$ cat src/rtl/register_same_cycle_rw.sv
// Single-word architectural register with same-cycle write forwarding.
// A write shows on rdata in the same cycle and is committed to storage at the next rising edge.
module register_same_cycle_rw #(
   parameter int unsigned      WIDTH       = 32,
   parameter logic [WIDTH-1:0] RESET_VALUE = '0,
   parameter bit               BYPASS      = 1'b1
) (
   input  logic             clk,
   input  logic             reset,
   input  logic             wr,
   input  logic [WIDTH-1:0] wdata,
   output logic [WIDTH-1:0] rdata
);

   logic [WIDTH-1:0] q;

   always_ff @(posedge clk or negedge reset) begin
      if (!reset) begin
         q <= RESET_VALUE;
      end else if (wr) begin
         q <= wdata;
      end
   end

   // Reset dominates forwarding, so rdata is clean the moment reset falls.
   always_comb begin
      rdata = q;
      if (!reset) begin
         rdata = RESET_VALUE;
      end else if (BYPASS && wr) begin
         rdata = wdata;
      end
   end

endmodule

$ cat config.mk
export PLATFORM = sky130hd
export DESIGN_NAME = register_same_cycle_rw
export DESIGN_NICKNAME = d
export VERILOG_FILES = /design/src/rtl/register_same_cycle_rw.sv
export SDC_FILE = /design/constraint.sdc
export NUM_CORES = 1
export LEC_CHECK = 0
export ABC_CLOCK_PERIOD_IN_PS = 1350
export CORE_ASPECT_RATIO = 0.8
export CORE_UTILIZATION = 35
export CTS_BUF_LIST = sky130_fd_sc_hd__clkbuf_8
export DETAILED_ROUTE_END_ITERATION = 12
export GPL_ROUTABILITY_DRIVEN = 0
export PLACE_DENSITY_LB_ADDON = 0.3
export SKIP_CTS_REPAIR_TIMING = 1
export SYNTH_ARGS = -nofsm -noshare
export SYNTH_HDL_FRONTEND = slang
export SYNTH_SLANG_ARGS = --single-unit
$ cat constraint.sdc
create_clock -name clk -period 1.35 [get_ports clk]
set_input_delay 0.27 -clock clk [delete_from_list [all_inputs] [get_ports clk]]
set_output_delay 0.27 -clock clk [all_outputs]
set_load 0.01 [all_outputs]
### Yosys cells after proc, flatten, opt, wreduce, memory -nomap -nowiden

Cells that the tools add are included.

* multiplexer cells: 2

Operator list (count)
* $mux W32: 2

* output and inout bits: 32
* input port bits: 35
* flip-flop bits (word level): 32
* logic and storage cells: 3

### Depth between registers and ports, before layout

* word-level depth: 2
* mapped depth: 4
* mapped depth without buffers: 2

### Least setup slack after synthesis

OpenSTA, ideal clock, no wires.

* path kind: input-to-output
* start point: input wr
* end point: output rdata[10]
* arrival: 1002 ps
* data required time: 1080 ps
* path buffers: 2
* stages: 4
* path slack: 78 ps
* cell sequence: buf_6 buf_12 mux2_4 and2_1

* cells in the longest elaborated chain, start to end: 2

RTL lines
* start: declaration: line 10 `input logic wr,`
* $mux W32
* $mux W32: line 28 `if (!reset) begin`
* end: declaration: line 12 `output logic [WIDTH-1:0] rdata`

No other way between the ends.

### Worst setup path after layout

* start point: input wdata[26]
* end point: output rdata[26]

* cells in the longest elaborated chain, start to end: 2

RTL lines
* start: declaration: line 11 `input logic [WIDTH-1:0] wdata,`
* $mux W32
* $mux W32: line 28

No other way between the ends.

==> summary.md <==
| Metric | Value |
|---|---|
| Outcome | finished, violations left |
| Failing checks | setup timing |
| Chip width | 76.7 um |
| Crit-path leading delay family | buffers and inverters |
| Yosys reg bits | 32 |
| Initial antenna violation count | 0 |
| Cells after Synth | 103 |
| Total gr overflow | 0 |
| Die height | 61.8 um |
| Worst path cell trace | clkdlybuf4s50_1, mux2_4, and2_4, buf_6 |
| Vias | 1115 |
| FILL cells | 326 |
| CP Depth | 4 |
| Reg-to-Reg End | q[2]$_DFF_PN0_ |
| Setup repair after global routing missed its margin | true |
| Slew @ Worst Pin | 0.619 ns |
| Syn Nets | 138 |
| Critical path fanouts, max | 2 |
| Final cell utilization of the core | 0.656 |
| Vias in the first global route | 1092 |
| VDD IR max | 741 uV |
| Pins Over Slew Limit | 0 |
| Synth-to-layout area growth | 77.4% |
| Crit path launch | wdata[26] |
| Synth cell types | 8 |
| Max incr delay on CP | 0.40 ns |
| H-tree levels | 2 |
| Max-Slew Margin vs Limit | 0.586 |
| Register area share after synthesis | 0.512 |
| CTS tree | built |
| Final setup margin | -0.136 ns |
| Post-DP HPWL | 2410 um |
| Largest regs | q x32 |
| Max cap viols | 0 |
| Final Skew | 0 ns |
| Post-layout min period | 1.49 ns |
| ANT nets after route | 0 |
| Lkg Pwr | 0.00158 uW |
| Vias/cell | 4.37 |
| # rows | 21 |
| DP Area | 2340 um^2 |
| Starting DRT DRC Count | 42 |
| Synthesized area | 1560 um^2 |
| CP Capture Type | primary output |
| Crit path DAT | 1.22 ns |
| Ratio of cells with drive above 1 in the final layout | 0.646 |
| Period utilisation layout | 1.10 |
| WP buf/inv | 2 |
| Critical Path RT | 1.08 ns |
| Worst setup path endpoint | rdata[26] |
| Ant. Diodes | 0 |
| Die Footprint | 4740 um^2 |
| Port Buf Inserts | 66 |
| Wirelength per Cell | 15.2 um |
| Max Clk Rate | 673 MHz |
| Crit-path slowest cell | clkdlybuf4s50_1 |
| Worst skew pair latency | 0.27 ns |
| Reg2reg start | q[2]$_DFF_PN0_ |
| Total core area | 4230 um^2 |
| Total CTS buffers | 5 |
| I/O pins | 67 |
| Detailed Routing Iterations Pass 1 | 4 |
| Final Cell Area | 2770 um^2 |
| Global-route wire length before repair | 5130 um |
| Fin. Hold Viols | 0 |
| Wirelength, routed | 3870 um |
| Pin count of the biggest net entering global routing | 31 |
| Critical path class | primary input to primary output |
| Avg Inst Size Synth | 15.2 um^2 |
| Root buf cell | clkbuf_8 |
| Pwr Density | 930 nW/um^2 |
| Most frequent cells in the layout | mux2_4, buf_6, dfrtp_1 |
| Final-stage net count | 232 |
| Slack of the worst reg-to-reg path | 0.36 ns |
| Drt drc | 0 |
| Reg2reg path depth | 3 |
| Setup violators final | 32 |
| Max reg flops | 32 |
| Initial Util | 0.370 |
| Pre-CTS WS | -0.526 ns |
| Biggest register | q |
| Clock slew at reported path FFs | 0.06 ns |
| Max Root-Sink Buffers | 2 |
| Tot GR Track Use | 0.145 |
| Tot Pwr | 2580 uW |
| CTS sink cnt | 32 |
| Yosys warns | 0 |
| Hold WC Path Type | primary input to asynchronous set/reset pin |
| CP Launch Type | primary input |
[worst min path at each step]
stage,from,endpoint,slack [ns],cells after the start
2_1_floorplan,reset,q[0]$_DFF_PN0_,-0.03,0
3_3_place_gp,reset,q[18]$_DFF_PN0_,0.27,2
3_5_place_dp,reset,q[18]$_DFF_PN0_,0.27,2
4_1_cts,reset,q[19]$_DFF_PN0_,-0.03,2
5_1_grt,reset,q[9]$_DFF_PN0_,0.13,3
6_report,reset,q[9]$_DFF_PN0_,0.13,3
[report_power, final]
| part | switching [uW] | internal (uW) | leakage, uW | total, uW |
|---|---|---|---|---|
| logic | 251 | 527 | 0.00115 | 778 |
| clock network | 317 | 400 | 0.0000538 | 717 |
| registers | 30.3 | 1050 | 0.000374 | 1080 |
| total | 599 | 1980 | 0.00158 | 2580 |
[cell families after synthesis]
logic type,Yosys count,synth area share
buf+inv,7,0.0528
flops,32,0.512
mux,32,0.302
simple gates,32,0.133
[synth_stat cells, drive strengths merged]
cell type  count  area, um^2
buf            4        71.3
mux2          32         473
clkbuf         3        11.3
and2          32         208
dfrtp         32         801
[per-layer routing]
layer  vias to the layer above  GRT usage  wire (um)
met5                         -          0          0
li1                        523          -          -
met1                       548      0.179       1620
met4                         0     0.0604         46
met2                        39      0.240       2010
met3                         5     0.0467        192
[worst reg2reg max path, stage by stage, from the launching register on]
cell and delay [ns]:
dfrtp_1 0.37, mux2_4 0.27, buf_4 0.13, buf_4 0.12
[cell type report]
cell class / instances / area (um^2) / area share
clock buffer: 6 / 82.6 / 0.0298
clock inverter: 2 / 7.51 / 0.00271
multi-input combinational: 64 / 756 / 0.272
sequential: 32 / 801 / 0.289
tap: 57 / 71.3 / 0.0257
timing repair buffer: 94 / 1060 / 0.381
[stage by stage]
stage               TNS, ns  hold slack (ns)  std cells
floorplan                 0          -0.0256        103
global placement     -15.36            0.266        232
detailed placement   -15.77            0.267        232
CTS                  -15.82          -0.0267        240
global route          -4.30            0.130        255
finish                -3.19            0.126        255
(Power assumes the default switching activity.)
